$ cat src/rtl/switch_mcu_alu_pkg.sv
// rtl/switch_mcu_alu_pkg.sv - shared encodings for the upper-immediate ALU unit
// Purpose: holds the LUI/AUIPC mode encoding and the unit's FSM state encoding
// so the top module and any future sibling units agree on them.
// Ports: none (package).
package switch_mcu_alu_pkg;

    typedef enum logic {
        MODE_LUI   = 1'b0,
        MODE_AUIPC = 1'b1
    } mode_e;

    typedef enum logic [1:0] {
        ST_IDLE = 2'd0,
        ST_CALC = 2'd1,
        ST_WB   = 2'd2
    } state_e;

endpackage

$ cat src/rtl/switch_mcu_alu_upimm_calc.sv
// rtl/switch_mcu_alu_upimm_calc.sv - combinational LUI/AUIPC result datapath
// Purpose: forms the U-type immediate (imm << 12, sign-extended from bit 31)
// and returns it directly for LUI or added to the PC for AUIPC.
// Ports:
//   mode_i   - 0 = LUI, 1 = AUIPC
//   imm_i    - 20-bit U-type immediate
//   pc_i     - PC of the instruction, XLEN bits
//   result_o - XLEN-bit result, wraps modulo 2^XLEN
module switch_mcu_alu_upimm_calc
    import switch_mcu_alu_pkg::*;
#(
    parameter int XLEN = 32
) (
    input  logic            mode_i,
    input  logic [19:0]     imm_i,
    input  logic [XLEN-1:0] pc_i,
    output logic [XLEN-1:0] result_o
);

    logic signed [31:0] u32_s;
    logic [XLEN-1:0]    u_ext;

    assign u32_s = {imm_i, 12'h000};
    // Size-casting a signed value replicates bit 31 into the upper word on RV64.
    assign u_ext = XLEN'(u32_s);

    assign result_o = (mode_i == MODE_AUIPC) ? (pc_i + u_ext) : u_ext;

endmodule

$ cat src/rtl/switch_mcu_alu_upimm.sv
// rtl/switch_mcu_alu_upimm.sv - LUI/AUIPC execution unit with register write-back
// Purpose: captures a U-type instruction when selected at the start cycle,
// computes the result one cycle later and holds a write request until the
// register file accepts it, then pulses done.
// Ports:
//   in_clk, in_rst  - clock, synchronous active-high reset
//   in_cycle_cnt    - instruction cycle counter; capture when == START_CYCLE
//   in_en           - decoder selects this unit (dropping it in CALC aborts)
//   in_mode         - 0 = LUI, 1 = AUIPC
//   in_imm_type_u   - U-type immediate
//   in_pc           - PC of the current instruction
//   in_rd           - destination register
//   in_wb_ready     - write port accepts the write
//   out_waddr/out_wen/out_wdata - registered write request (zero when idle)
//   out_busy        - unit holds an operation (CALC or WB)
//   out_done        - one-cycle completion pulse
module switch_mcu_alu_upimm
    import switch_mcu_alu_pkg::*;
#(
    parameter int XLEN        = 32,
    parameter int REG_AW      = 5,
    parameter int START_CYCLE = 1
) (
    input  logic              in_clk,
    input  logic              in_rst,
    input  logic [3:0]        in_cycle_cnt,
    input  logic              in_en,
    input  logic              in_mode,
    input  logic [19:0]       in_imm_type_u,
    input  logic [XLEN-1:0]   in_pc,
    input  logic [REG_AW-1:0] in_rd,
    input  logic              in_wb_ready,
    output logic [REG_AW-1:0] out_waddr,
    output logic              out_wen,
    output logic [XLEN-1:0]   out_wdata,
    output logic              out_busy,
    output logic              out_done
);

    state_e              state_q, state_d;
    mode_e               mode_q, mode_d;
    logic [19:0]         imm_q, imm_d;
    logic [XLEN-1:0]     pc_q, pc_d;
    logic [REG_AW-1:0]   rd_q, rd_d;
    logic                wen_q, wen_d;
    logic [REG_AW-1:0]   waddr_q, waddr_d;
    logic [XLEN-1:0]     wdata_q, wdata_d;
    logic                busy_q, busy_d;
    logic                done_q, done_d;
    logic [XLEN-1:0]     result;

    switch_mcu_alu_upimm_calc #(
        .XLEN(XLEN)
    ) u_calc (
        .mode_i   (mode_q),
        .imm_i    (imm_q),
        .pc_i     (pc_q),
        .result_o (result)
    );

    always_ff @(posedge in_clk) begin
        if (in_rst) begin
            state_q <= ST_IDLE;
            mode_q  <= MODE_LUI;
            imm_q   <= '0;
            pc_q    <= '0;
            rd_q    <= '0;
            wen_q   <= 1'b0;
            waddr_q <= '0;
            wdata_q <= '0;
            busy_q  <= 1'b0;
            done_q  <= 1'b0;
        end else begin
            state_q <= state_d;
            mode_q  <= mode_d;
            imm_q   <= imm_d;
            pc_q    <= pc_d;
            rd_q    <= rd_d;
            wen_q   <= wen_d;
            waddr_q <= waddr_d;
            wdata_q <= wdata_d;
            busy_q  <= busy_d;
            done_q  <= done_d;
        end
    end

    always_comb begin
        state_d = state_q;
        mode_d  = mode_q;
        imm_d   = imm_q;
        pc_d    = pc_q;
        rd_d    = rd_q;
        wen_d   = wen_q;
        waddr_d = waddr_q;
        wdata_d = wdata_q;
        done_d  = 1'b0;

        case (state_q)
            ST_IDLE: begin
                wen_d   = 1'b0;
                waddr_d = '0;
                wdata_d = '0;
                if (in_en && (in_cycle_cnt == 4'(START_CYCLE))) begin
                    mode_d  = mode_e'(in_mode);
                    imm_d   = in_imm_type_u;
                    pc_d    = in_pc;
                    rd_d    = in_rd;
                    state_d = ST_CALC;
                end
            end
            ST_CALC: begin
                if (!in_en) begin
                    // Decoder withdrew the instruction: drop it silently.
                    state_d = ST_IDLE;
                end else if (rd_q != '0) begin
                    wen_d   = 1'b1;
                    waddr_d = rd_q;
                    wdata_d = result;
                    state_d = ST_WB;
                end else begin
                    // x0 destination: nothing to write, complete immediately.
                    done_d  = 1'b1;
                    state_d = ST_IDLE;
                end
            end
            ST_WB: begin
                // in_en is deliberately ignored here; a committed write must land.
                if (in_wb_ready) begin
                    wen_d   = 1'b0;
                    waddr_d = '0;
                    wdata_d = '0;
                    done_d  = 1'b1;
                    state_d = ST_IDLE;
                end
            end
            default: begin
                wen_d   = 1'b0;
                waddr_d = '0;
                wdata_d = '0;
                state_d = ST_IDLE;
            end
        endcase

        busy_d = (state_d != ST_IDLE);
    end

    assign out_waddr = waddr_q;
    assign out_wen   = wen_q;
    assign out_wdata = wdata_q;
    assign out_busy  = busy_q;
    assign out_done  = done_q;

endmodule

$ cat config.mk
export PLATFORM = sky130hd
export DESIGN_NAME = switch_mcu_alu_upimm
export DESIGN_NICKNAME = d
export VERILOG_FILES = /design/src/rtl/switch_mcu_alu_pkg.sv /design/src/rtl/switch_mcu_alu_upimm_calc.sv /design/src/rtl/switch_mcu_alu_upimm.sv
export SDC_FILE = /design/constraint.sdc
export NUM_CORES = 1
export LEC_CHECK = 0
export BUFFER_PORTS_ARGS = -buffer_cell sky130_fd_sc_hd__buf_2
export CORE_UTILIZATION = 50
export DETAILED_ROUTE_END_ITERATION = 6
export PLACE_DENSITY_LB_ADDON = 0.08
export RECOVER_POWER = 50
export SYNTH_ARGS = -nofsm -noshare
export SYNTH_HDL_FRONTEND = slang
export SYNTH_SLANG_ARGS = --single-unit
$ cat constraint.sdc
create_clock -name in_clk -period 3.96 [get_ports in_clk]
set_input_delay 0.99 -clock in_clk [delete_from_list [all_inputs] [get_ports in_clk]]
set_output_delay 0.99 -clock in_clk [all_outputs]
set_load 0.02 [all_outputs]
# Word level (Yosys, flattened, before mapping)
# Index checks and enable logic that the tools add are counted.
# Widths: inputs -> output; s select.
dict set report word_totals {
  ram_bits 0
  latch_bits 0
  mem_count 0
  out_inout_bits 40
  romBits 0
  regBits 100
  in_bits 66
}
dict set report classes {
  div 0
  n_addsub 1
  n_lt_le_gt_ge 0
  eq_ne 6
  n_mul 0
  muxes 22
  bitwise 0
  n_reduce_logical 6
  shift 0
}
# op count
set op_table {}
lappend op_table {{$mux 32} 4}
lappend op_table {{$pmux 32 s2} 1}
lappend op_table {{$add 32x32->32} 1}
lappend op_table {{$mux 5} 3}
lappend op_table {{$pmux 5 s2} 1}
lappend op_table {{$mux 2} 4}
lappend op_table {{$mux 1} 6}
lappend op_table {{$ne 2x2->1 const B} 3}
lappend op_table {{$pmux 2 s3} 1}
lappend op_table {{$reduce_bool 5->1} 1}
lappend op_table {{$eq 4x1->1 const B} 1}
lappend op_table {{$pmux 1 s2} 2}
lappend op_table {{$reduce_and 3->1} 1}
lappend op_table {{$eq 2x1->1 const B} 1}
lappend op_table {{$eq 2x2->1 const B} 1}
lappend op_table {{$logic_not 2->1} 1}
lappend op_table {{$reduce_and 2->1} 1}
lappend op_table {{$reduce_bool 2->1} 1}
lappend op_table {{$logic_and 1x1->1} 1}

# Longest topological paths before layout
# Gate-level depths: netlist (run 1).
dict set report depth {
  word_depth 5
  depth_mapped 9
}

# Modules after synthesis
# A second synthesis (run 1) with hierarchy kept.
dict set report hier_totals {
  hier_cells 551
  area_unflattened_um2 4769.6
}
# mod seq_area_each_um2 area_each_um2 instances cells_per_inst
set modules_own_cells {}
lappend modules_own_cells {switch_mcu_alu_upimm 2001.9 3450.8 1 370}
lappend modules_own_cells {switch_mcu_alu_upimm_calc 0.0 1318.8 1 181}

# Worst setup path before layout (run 1)
# Ideal clock, no wire load.
dict set report synth_timing {
  path_kind {in2reg}
  from {input in_cycle_cnt[0]}
  to {register pc_q[10]}
  required_ns 3.890
  stages 7
  path_slack_ns 1.740
  n_path_buf 2
  arrival_ns 2.149
  path_cell_list {nor2b_1 -> nand3_1 -> nor2_1 -> clkbuf_1 -> buf_1 -> nand2_1 -> a21oi_1}
}
dict set report synth_between {
  elab_chain_len 3
}
# element line
set synth_lines {}
lappend synth_lines {{start: declaration} switch_mcu_alu_upimm.sv:26} ;# input logic [3:0] in_cycle_cnt,
lappend synth_lines {{$eq 4x1->1} switch_mcu_alu_upimm.sv:103} ;# if (in_en && (in_cycle_cnt == 4'(START_CYCLE))) begin
lappend synth_lines {{$logic_and 1x1->1} switch_mcu_alu_upimm.sv:103}
lappend synth_lines {{$reduce_and 2->1 (no line)} n/a}
lappend synth_lines {{end signal: assignment} switch_mcu_alu_upimm.sv:77} ;# pc_q <= pc_d;
lappend synth_lines {{end: declaration} switch_mcu_alu_upimm.sv:43} ;# logic [XLEN-1:0] pc_q, pc_d;
# No other way between the ends.
# A chain may end at the register's enable or synchronous reset.

# Final worst setup path (run 1)
dict set report layout_timing {
  from {input in_wb_ready}
  to {register wdata_q[25], in the netlist out_wdata[25]}
}
dict set report layout_between {
  elab_chain_len 2
}
# element line
set layout_lines {}
lappend layout_lines {{start: declaration} switch_mcu_alu_upimm.sv:32} ;# input logic in_wb_ready,
lappend layout_lines {{$ne 2x2->1 (no line)} n/a}
lappend layout_lines {{$reduce_and 3->1 (no line)} n/a}
lappend layout_lines {{end signal: assignment} switch_mcu_alu_upimm.sv:81} ;# wdata_q <= wdata_d;
lappend layout_lines {{end: declaration} switch_mcu_alu_upimm.sv:47} ;# logic [XLEN-1:0] wdata_q, wdata_d;
# No other way between the ends.

==> results of run 1 <==
-- Yosys cell counts, drive strengths merged, types with 3 or more instances --
library cell and n:
a21o 16, a21oi 82, ha 23, nand2b 5, a211oi 8, nor3b 3, a311oi 3, nand4 6
o21a 5, o211ai 5, nor2b 7, buf 17, mux2 3, or3 3, clkbuf 24, and3 4
nand3b 4, nor2 36, nand2 143, o21ai 19, inv 10, nor3 10, dfxtp 100, a22oi 28
and2 8, nand3 9, a31oi 6
-- state kept, by name (all words and copies together) (netlist names) --
signal,flops
out_wdata,32
pc_q,32
imm_q,20
out_waddr,5
rd_q,5
state_q,2
mode_q,1
out_busy,1
out_done,1
out_wen,1
-- cells by family after synthesis --
logic type               count (synthesis)  share of synthesized area
flip-flops                             100                      0.407
AO/OA/AOI/OAI                          194                      0.255
AND/OR/NAND/NOR                        243                      0.218
buffers and inverters                   51                     0.0435
multiplexers                             4                    0.00891
XOR/XNOR                                 3                    0.00535
adder cells (fa/ha/maj)                 24                     0.0626
-- layer usage --
layer / vias up / GRT usage / routed length (µm)
met1: 2172 / 0.347 / 5920
met5: - / 0 / 0
met2: 136 / 0.409 / 5830
met4: 0 / 0.0959 / 181
met3: 14 / 0.0338 / 667
li1: 2354 / - / -
-- layout make-up --
type | count | share of cell area
clock buffers | 9 | 0.0219
clock inverters | 7 | 0.0166
inverters | 10 | 0.00663
multi-input cells | 468 | 0.479
flip-flops and latches | 100 | 0.354
well taps | 129 | 0.0285
repair buffers | 113 | 0.0939
-- through the flow --
step,power (mW),setup WS (ns),util,instance area (µm²)
2_1_floorplan,1.09,1.74,-,4910
3_3_place_gp,1.14,1.17,0.587,5500
3_5_place_dp,1.14,1.08,0.587,5500
4_1_cts,1.85,1.48,0.610,5720
5_1_grt,1.89,1.27,0.604,5660
6_report,1.83,1.41,0.604,5660
-- worst max-delay path, stage by stage --
cell and delay [ns]:
clkbuf_1 0.09, nor2b_1 0.34, a221o_1 0.67, a21oi_1 0.28
nand3_1 0.16, nand3_1 0.08, a311oi_1 0.22
-- power by group --
part | switching, mW | internal [mW]
clock network | 0.400 | 0.310
logic | 0.0566 | 0.0403
registers | 0.00670 | 1.01
-- final timing paths --
kind | to | start
worst max-delay path | out_wdata[25] | in_wb_ready
worst min-delay path | pc_q[4] | pc_q[4]
worst max register to register | out_wdata[25] | state_q[0]
worst min register to register | pc_q[4] | pc_q[4]
==> impl_metrics.json, run 1 <==
{
  "clock-sinks": 100,
  "fmax_ghz": 0.392,
  "synthCells": 619,
  "clkTransAtPathRegs_ns": 0.11,
  "critPathLaunchType": "primary input",
  "final_nets": 792,
  "rsz0062_at_grt": "no",
  "core_area_um2": 9370,
  "layout_commonest_cell": "nand2_1",
  "gp_congestion": 0.870,
  "syn-cell-area_um2": 4910,
  "dr.pass1.iters": 5,
  "htreeDepth": 3,
  "yosysTopAreaCellShare": 0.407,
  "status": "finished, final reports clean",
  "reg2reg_depth": 8,
  "rrSetupSlack_ns": 1.49,
  "finalClockSkew_ns": 0.0111,
  "dp_hpwl_um": 8970,
  "via_count": 4676,
  "grt_pass1_wl_um": 20300,
  "fin_tns_setup_ns": 0,
  "synthArstFlopShare": 0,
  "cap_violations": 0,
  "synth_ff_type": "dfxtp_1",
  "postSynthNetCount": 709,
  "n_antenna_cell": 0,
  "cts-root-buf": "clkbuf_8",
  "cts_hold_buf": 0,
  "worst-path-max-fanout": 19,
  "first_iter_violations": 178,
  "ios": 106,
  "start_util": 0.524,
  "drcViolationCount": 0,
  "whs_ns": 0.461,
  "multiInputGateArea_um2": 2710,
  "post-place-cells": 820,
  "syn_avg_cell_area_um2": 7.94,
  "hold_viol_final": 0,
  "numCtsBuffers": 9,
  "die_x_um": 101,
  "slew_headroom": 0.123,
  "synth-edff-count": 0,
  "path_class": "in2reg",
  "portBuffers": 105,
  "grt_pass1_vias": 4197,
  "grt_overflow": 0,
  "avgViaCountPerCell": 5.59,
  "p_leak_nw": 2.18,
  "holdPathStages": 2,
  "ys_seq_area_frac": 0.407,
  "ys_ff_latch": 100,
  "layout_common_cells": "nand2_1 (142), dfxtp_1 (100), a21oi_1 (82)",
  "area_delta_synth_final_pct": 15.2,
  "period_needed_ns": 2.55,
  "power_density_nw_per_um2": 323,
  "fp-row-count": 35,
  "clk_path_buf_depth": 2,
  "setup_viol": 0,
  "peakVddDrop_mv": 0.166,
  "antenna_found_initial": 0,
  "register_area_um2": 2000,
  "synth_area_leader_cell": "dfxtp_1",
  "final_cell_count_no_fill": 836,
  "period_share": 0.644,
  "slew_violations": 0,
  "post_cts_resized": 0,
  "required_ns": 4.25,
  "die_h_um": 101,
  "wl_per_cell_um": 15.1,
  "hold_path_class": "reg2reg",
  "arrival_ns": 2.84,
  "synthDistinctLibCells": 63,
  "cts_tree": "yes",
  "ant_nets": 0,
  "synth_warnings": 0,
  "grt_max_degree": 67,
  "clock_latency_ns": 0.37,
  "post-cts-setup-buffer-count": 0,
  "wl_um": 12600,
  "synthTopCellsByArea": "dfxtp_1 (41%), nand2_1 (11%), a21oi_1 (8.4%)",
  "endpoint_kind": "register",
  "tightestPinTransition_ns": 1.32,
  "grtUsageTotal": 0.254,
  "drive_above_1_share": 0.149,
  "die_area_um2": 10200,
  "fillers": 945
}
No activity file was read; power rests on OpenSTA's default activity.
==> run 2: changes to the inputs <==
Clock period 3.96 ns to 2.58 ns, I/O delays scaled along.
==> impl_metrics.json, run 2 (same netlist as run 1, synthesis figures left out) <==
{
  "crit_slowest_cell": "fa_1",
  "layout_commonest_cell": "nand2_1",
  "endpoint_kind": "register",
  "required_ns": 2.86,
  "power_density_nw_per_um2": 477,
  "critical_path.cell_chain": "ha_1 -> inv_1 -> fa_1 -> nor2b_1 -> o2111ai_1 -> a21oi_1 -> o211ai_1 -> o211a_1 -> a211oi_1",
  "tightestPinTransition_ns": 0.792,
  "grt_use_met2": 0.431,
  "fin_tns_setup_ns": 0,
  "post_cts_resized": 0,
  "area_delta_synth_final_pct": 16.0,
  "total_power_mw": 2.72,
  "finalClockSkew_ns": 0.0189,
  "avgViaCountPerCell": 5.61,
  "status": "finished, final reports clean",
  "core_area_um2": 9370,
  "die_x_um": 101,
  "via_count": 4731,
  "wl_per_cell_um": 15.5,
  "arrival_ns": 2.68,
  "setup_viol": 0,
  "place_area_um2": 5560,
  "busiest_layer": "met2",
  "post-cts-setup-buffer-count": 0,
  "final_cell_count_no_fill": 844,
  "p_leak_nw": 2.24,
  "rsz0062_at_grt": "no",
  "ios": 106,
  "portBuffers": 105,
  "cap_violations": 0,
  "dr.pass1.iters": 5,
  "grtUsageMet3": 0.0442,
  "final_util": 0.608,
  "slew_headroom": 0.472,
  "htreeDepth": 3,
  "hold_path_class": "reg2reg",
  "setup_ws_ns": 0.186,
  "peakVddDrop_mv": 0.281,
  "grtUsageTotal": 0.258,
  "grt_overflow": 0,
  "clk_path_buf_depth": 2,
  "die_h_um": 101,
  "fin_area_um2": 5700,
  "grt_pass1_wl_um": 20700,
  "worst-path-max-fanout": 3,
  "numCtsBuffers": 9,
  "slowest_delay_ns": 0.40,
  "cp_top_family": "compound AO/OA/AOI/OAI gates",
  "layout_common_cells": "nand2_1 (142), dfxtp_1 (100), a21oi_1 (82)",
  "die_area_um2": 10200,
  "final_nets": 800,
  "cts_hold_buf": 0,
  "whs_ns": 0.456,
  "drive_above_1_share": 0.165,
  "wl_um": 13000,
  "period_share": 0.928,
  "met1_usage": 0.347,
  "n_antenna_cell": 0,
  "hold_viol_final": 0,
  "antenna_found_initial": 0,
  "clock-sinks": 100,
  "grt_max_degree": 78,
  "fmax_ghz": 0.418,
  "path_class": "reg2reg",
  "dp_hpwl_um": 9510,
  "fillers": 933,
  "first_iter_violations": 268,
  "ant_nets": 0,
  "pre_cts_slack_ns": 0.244,
  "grt_pass1_vias": 4399,
  "register_area_um2": 2000,
  "crit_buf_inv": 1,
  "drcViolationCount": 0,
  "critPathLaunchType": "register",
  "clock_latency_ns": 0.38,
  "cts-root-buf": "clkbuf_8",
  "cts_tree": "yes",
  "fp-row-count": 35,
  "slew_violations": 0,
  "gp_congestion": 0.948,
  "clkTransAtPathRegs_ns": 0.10,
  "multiInputGateArea_um2": 2700,
  "period_needed_ns": 2.39,
  "start_util": 0.524,
  "post-place-cells": 828
}
run 2: worst paths after layout:
path	startpoint	to	slack, ns	cells after the start
max	imm_q[0]	out_wdata[30]	0.19	9
min reg2reg	out_wdata[16]	out_wdata[16]	0.46	2
min	out_wdata[16]	out_wdata[16]	0.46	2
max reg2reg	imm_q[0]	out_wdata[30]	0.19	9
run 2: cell type report:
cell class              count  share of cell area
clock inverters             7              0.0132
multi-input cells         468               0.474
clock buffers               9              0.0217
flip-flops and latches    100               0.351
repair buffers            121               0.105
well taps                 129              0.0283
inverters                  10             0.00658
run 2: worst reg2reg max path: stages (launching register included):
cell and delay (ns):
dfxtp_1 0.37, ha_1 0.20, inv_1 0.07, fa_1 0.40, nor2b_1 0.22, o2111ai_1 0.17, a21oi_1 0.24, o211ai_1 0.19
o211a_1 0.24, a211oi_1 0.21
run 2: power breakdown:
part | internal [mW] | leakage [nW] | switching, mW
Clock | 0.384 | 0.0985 | 0.614
Combinational | 0.0648 | 1.34 | 0.0890
Sequential | 1.55 | 0.806 | 0.00967
Total | 2.00 | 2.24 | 0.712
run 2: routing by layer:
layer	vias to the layer above	wire, µm
li1	2375	-
met1	2195	6140
met2	139	6010
met3	22	710
met4	0	181
met5	-	0
